===== src/rtl/sync_fifo_flags.sv =====
// Single-clock FIFO with occupancy count and status flags.
// Offers registered-read (FWFT=0) or first-word-fall-through (FWFT=1) output.
module sync_fifo_flags #(
  parameter int WIDTH    = 8,
  parameter int DEPTH    = 16,
  parameter int AF_LEVEL = DEPTH - 2,
  parameter int AE_LEVEL = 2,
  parameter int FWFT     = 0
) (
  input  logic                       clk,
  input  logic                       rst,
  input  logic                       wr_en,
  input  logic                       rd_en,
  input  logic [WIDTH-1:0]           din,
  output logic [WIDTH-1:0]           dout,
  output logic                       empty,
  output logic                       full,
  output logic                       almost_full,
  output logic                       almost_empty,
  output logic [$clog2(DEPTH):0]     count,
  output logic                       overflow,
  output logic                       underflow
);

  localparam int AW = $clog2(DEPTH);
  localparam int CW = AW + 1;

  localparam logic [CW-1:0] DEPTH_CNT = CW'(DEPTH);
  localparam logic [CW-1:0] AF_CNT    = CW'(AF_LEVEL);
  localparam logic [CW-1:0] AE_CNT    = CW'(AE_LEVEL);

  logic [WIDTH-1:0] mem_q [DEPTH];

  logic [AW-1:0]    wr_ptr_q, wr_ptr_d;
  logic [AW-1:0]    rd_ptr_q, rd_ptr_d;
  logic [CW-1:0]    count_q, count_d;
  logic [WIDTH-1:0] dout_q, dout_d;
  logic             overflow_q, overflow_d;
  logic             underflow_q, underflow_d;

  logic             rd_acc;
  logic             wr_acc;
  logic             empty_w;
  logic             full_w;

  assign empty_w = (count_q == '0);
  assign full_w  = (count_q == DEPTH_CNT);

  // A read at full frees a slot on the same edge, so a paired write is allowed.
  assign rd_acc = rd_en & ~empty_w;
  assign wr_acc = wr_en & (~full_w | rd_acc);

  always_comb begin
    wr_ptr_d    = wr_ptr_q;
    rd_ptr_d    = rd_ptr_q;
    count_d     = count_q;
    overflow_d  = wr_en & ~wr_acc;
    underflow_d = rd_en & empty_w;

    if (wr_acc) begin
      wr_ptr_d = wr_ptr_q + 1'b1;
    end
    if (rd_acc) begin
      rd_ptr_d = rd_ptr_q + 1'b1;
    end

    if (wr_acc && !rd_acc) begin
      count_d = count_q + 1'b1;
    end else if (rd_acc && !wr_acc) begin
      count_d = count_q - 1'b1;
    end
  end

  // In FWFT mode dout_q tracks the word on display so it can be held once empty.
  always_comb begin
    dout_d = dout_q;
    if (FWFT != 0) begin
      if (!empty_w) begin
        dout_d = mem_q[rd_ptr_q];
      end
    end else if (rd_acc) begin
      dout_d = mem_q[rd_ptr_q];
    end
  end

  always_ff @(posedge clk or posedge rst) begin
    if (rst) begin
      wr_ptr_q    <= '0;
      rd_ptr_q    <= '0;
      count_q     <= '0;
      dout_q      <= '0;
      overflow_q  <= 1'b0;
      underflow_q <= 1'b0;
    end else begin
      wr_ptr_q    <= wr_ptr_d;
      rd_ptr_q    <= rd_ptr_d;
      count_q     <= count_d;
      dout_q      <= dout_d;
      overflow_q  <= overflow_d;
      underflow_q <= underflow_d;
    end
  end

  // Storage is deliberately left out of reset; zeroed pointers make old words unreachable.
  always_ff @(posedge clk) begin
    if (wr_acc) begin
      mem_q[wr_ptr_q] <= din;
    end
  end

  assign dout         = ((FWFT != 0) && !empty_w) ? mem_q[rd_ptr_q] : dout_q;
  assign empty        = empty_w;
  assign full         = full_w;
  assign almost_full  = (count_q >= AF_CNT);
  assign almost_empty = (count_q <= AE_CNT);
  assign count        = count_q;
  assign overflow     = overflow_q;
  assign underflow    = underflow_q;

endmodule


===== config.mk =====
export PLATFORM = sky130hd
export DESIGN_NAME = sync_fifo_flags
export DESIGN_NICKNAME = d
export VERILOG_FILES = /design/src/rtl/sync_fifo_flags.sv
export SDC_FILE = /design/constraint.sdc
export NUM_CORES = 1
export LEC_CHECK = 0
export ABC_CLOCK_PERIOD_IN_PS = 3100
export CAP_MARGIN = 15
export CORE_MARGIN = 4
export CORE_UTILIZATION = 41
export DETAILED_ROUTE_END_ITERATION = 6
export SLEW_MARGIN = 10
export SYNTH_ARGS = -nofsm -noshare
export SYNTH_HDL_FRONTEND = slang
export SYNTH_SLANG_ARGS = --single-unit

===== constraint.sdc =====
create_clock -name clk -period 3.1 [get_ports clk]
set_input_delay 0.62 -clock clk [delete_from_list [all_inputs] [get_ports clk]]
set_output_delay 0.62 -clock clk [all_outputs]
set_load 0.02 [all_outputs]

Word-level counts from Yosys, hierarchy flattened --
Memories as Yosys holds them, arrays and structs flattened. A register that Yosys moved wholly into a read port is not among the register bits. Cells that the tools add are included.
Storage, ports and cells: register bits after elaboration 15, bits in writable memories 128, input bits 12, output and inout bits 19, logic and storage cells 31, memories 1
Operators by class: add/sub/neg operators 4, $lt $le $gt $ge 2, equal/unequal tests 1, mux-type cells 4, bitwise operators 8, reductions and logical operators 6
Memories:
- mem_q | words 16, width 8, rd ports 1, clocked after Yosys merged registers in 1, wr ports 1, line 32 | logic [WIDTH-1:0] mem_q [DEPTH];
Operators by type and width (count):
- 2-to-1 mux 5 bit | 2
- adder 4 x 1 -> 4 bit (second input constant) | 2
- adder 5 x 1 -> 5 bit (second input constant) | 1
- equality test 5 bit (second input constant) | 1
- >= comparator 5 x 4 -> 1 bit (second input constant) | 1
- <= comparator 5 x 2 -> 1 bit (second input constant) | 1
- zero test 5 bit | 1
- subtractor 5 x 1 -> 5 bit (second input constant) | 1
- AND 1 bit | 4
- NOT 1 bit | 3
- logical AND 1 bit | 2
- zero test 1 bit | 2
- 2-to-1 mux 1 bit | 2
- nonzero test 2 bit | 1
- bitwise OR 1 bit | 1

Longest topological paths before layout --
depth in word-level cells 9, depth in mapped cells 10, gate-level depth less buffers 9

Worst setup path before layout --
OpenSTA, ideal clock, no wires.
path type register -> register, from reg count_q[0] (netlist: count[0]), to reg count_q[4] (netlist: count[4]), library setup time 138 ps, arrival 2764 ps, required time 2962 ps, setup slack 198 ps, cell stages (with the launch flop) 11, buffers on the path 1, period minus slack after synthesis 2902 ps, cell sequence dfrtp_1 > or4_4 > o21ai_4 > buf_4 > ha_1 > inv_1 > fa_1 > a21o_1 > a21oi_1 > mux2i_1 > xnor2_1
Between the ends: longest elaborated chain between the ends 8, elaborated cells between the ends (all ways) 16, classes of those cells 2 x add/sub; 1 x eq/ne; 2 x mux; 5 x bitwise; 6 x reduce/logical
Ends and longest elaborated chain:
- start, declared | line 36 | logic [CW-1:0] count_q, count_d;
- start signal, assigned | line 97 | count_q <= count_d;
- zero test 5 bit | line 46 | assign empty_w = (count_q == '0);
- NOT 1 bit | line 50 | assign rd_acc = rd_en & ~empty_w;
- AND 1 bit | line 50
- bitwise OR 1 bit | line 51 | assign wr_acc = wr_en & (~full_w | rd_acc);
- AND 1 bit | line 51
- zero test 1 bit | line 69 | end else if (rd_acc && !wr_acc) begin
- logical AND 1 bit | line 69
- nonzero test 2 bit (no line)
Parallel ways exist; a longest one is shown, timed or not. The select of a mux whose other input is x is not followed. A chain may end at the register's enable or synchronous reset.

Worst setup path after layout --
from reg count_q[0] (netlist: count[0]), to out empty
Between the ends: longest elaborated chain between the ends 1
Ends and longest elaborated chain:
- zero test 5 bit | line 46
- end, declared | line 16 | output logic empty,
No other way between the ends.

==> qor.yml <==
seqPwrFrac: 0.391
power_density_nw_per_um2: 967
hp-start: "dout[1]"
clock_path_buffers: 2
rr_worst_depth: 9
grt_usage: 0.154
dp.cells: 538
cts_tree: "built"
cts.sinks: 151
power_mw: 7.10
via_count: 2959
htreeDepth: 4
status: "finished clean"
r2r_end: "count[4]"
layout.nets: 395
die_area_um2: 16800
ctsRootBufferMaster: "clkbuf_16"
arrival_ns: 2.23
hold_end: "dout[1]"
finalNonFillerCells: 570
dp_hpwl_mm: 7.60
final_cell_mix: "128 x edfxtp_1, 32 x mux4_2, 30 x clkdlybuf4s50_1"
fin_area_um2: 7350
ir_drop_v: 0.000511
power_switching_share: 0.296
hold_viol_final: 0
pwr-share-clk: 0.321
startpoint_type: "register"
via_per_inst: 5.19
p_sw_mw: 2.10
drc: 0
maxCapViolations: 0
dieHeight_um: 130
gr-total-overflow: 0
drive_above_1_share: 0.249
seq_area_frac_synth: 0.729
syn-num-nets: 337
async_flop_share: 0.152
routed_wirelength_mm: 11.7
synth_cell_types: 34
cts_resized: 0
dpl-instance-area_um2: 6690
p_leak_nw: 2.58
yosys_register_bits: 151
insertedDiodeCount: 0
slew_headroom: 0.517
comb_power_share: 0.288
path_cells: "or4_4, nor2_1, clkdlybuf4s50_1"
setup_ws_ns: 0.246
synth_edf_count: 128
coreArea_um2: 14500
fp.dieW_um: 130
drtIter0Drc: 159
gp_congestion: 0.743
place_ws_ns: 0.180
finalClockSkew_ns: 0.00937
rows: 44
max_clock_freq_ghz: 0.350
synthCells: 315
tns_ns: 0
finish.utilization: 0.506
cts_setup_buffers: 0
start_util: 0.417
finalCriticalPeriod_ns: 2.85
worstHoldPathCells: 2
internal-power_mw: 5.00
synth_area_um2: 6060
portBuffers: 30
yosysWarnings: 0
cp-end-kind: "output port"
final_common_cell: "edfxtp_1"
wire_per_inst_um: 20.5
r2r_start: "count[0]"
grt_pass1_vias: 3217
finalSetupViolations: 0
grt_antenna_before_repair: 0
syn_avg_cell_area_um2: 19.2
hp-class: "reg -> reg"
grt_pass1_wl_mm: 18.5
rsz0062_at_grt: "no"
clk_transition_reported_paths_ns: 0.06
period_share: 0.921
max_slew.worst_pin.slew_ns: 0.725
grt_max_degree: 26
synthFlopType: "edfxtp_1"
report.final.slew_viol_count: 0
ant_nets: 0
fin_hold_ws_ns: 0.494
critPathMaxFanout: 7
slowest_stage: "or4_4"
worstSetupPathType: "reg -> out"
cp_data_required_time_ns: 2.48
area_growth_pct: 21.2
cp_slowest_stage_delay_ns: 0.62
drtPass1Iterations: 4
clock_latency_ns: 0.43
cts_inserted_buffers: 17
rrSetupSlack_ns: 0.36
holdBufCountCts: 0
io_pins: 31
-- sequential cells by signal (all words and copies together) (netlist names) --
| register | count |
|---|---|
| mem_q | 128 |
| rd_ptr_q | 4 |
| underflow | 1 |
| overflow | 1 |
| wr_ptr_q | 4 |
| count | 5 |
| dout | 8 |
-- cell type report --
| class | instances | area, um2 |
|---|---|---|
| Clock buffer | 18 | 439 |
| Sequential cell | 151 | 4420 |
| Fill cell | 1188 | 7190 |
| Clock inverter | 14 | 218 |
| Tap cell | 184 | 230 |
| Timing Repair Buffer | 56 | 495 |
| Multi-Input combinational cell | 139 | 1520 |
| Inverter | 8 | 30.0 |
-- layer usage --
metal  vias to the layer above  share of wire  wire length (um)  track usage
met5                         -              0                 0            0
met4                         0         0.0095               111       0.0544
met3                        10          0.039               453       0.0495
met2                        61           0.51              5980        0.253
met1                      1530           0.44              5130        0.194
li1                       1358              -                 -            -
-- cell families after synthesis --
logic type,count (synthesis),synth area share
compound gates,20,0.0272
xor+xnor,10,0.0145
fa+ha+maj,10,0.0219
buf+inv,25,0.0209
flops,151,0.729
mux,52,0.153
simple gates,47,0.0339
-- synth_stat cells, drive strengths merged, types with 6 or more instances --
| library cell | number | area share |
|---|---|---|
| nor3 | 6 | 0.0050 |
| edfxtp | 128 | 0.63 |
| nor2 | 17 | 0.011 |
| xnor2 | 7 | 0.010 |
| mux2i | 17 | 0.028 |
| dfrtp | 23 | 0.095 |
| o221ai | 7 | 0.010 |
| buf | 14 | 0.014 |
| ha | 9 | 0.019 |
| mux4 | 32 | 0.12 |
| inv | 8 | 0.0050 |
| nand2 | 17 | 0.011 |
-- critical path: cells and delay by family, from the launching register on --
kind / cells / cell delay, ns
buffers and inverters: 1 / 0.61
flip-flops: 1 / 0.47
AND/OR/NAND/NOR: 2 / 0.72
-- power groups by stage --
stage	logic [mW]	registers, mW	clock network, mW
after detailed placement	2.09	2.82	0
after global routing	2.23	2.82	2.41
after floorplan	1.43	2.78	0
final	2.04	2.78	2.28
after global placement	2.06	2.81	0
after CTS	2.10	2.78	2.32
-- worst max path at each step --
stage	from	endpoint	slack [ns]	depth (start not counted)
global placement	rd_en	count[4]	0.26	10
detailed placement	rd_en	count[4]	0.18	10
finish	count[0]	empty	0.25	3
CTS	count[0]	full	0.22	4
floorplan	count[0]	count[4]	0.20	10
global route	count[0]	full	0.11	4
(Power assumes the default switching activity.)
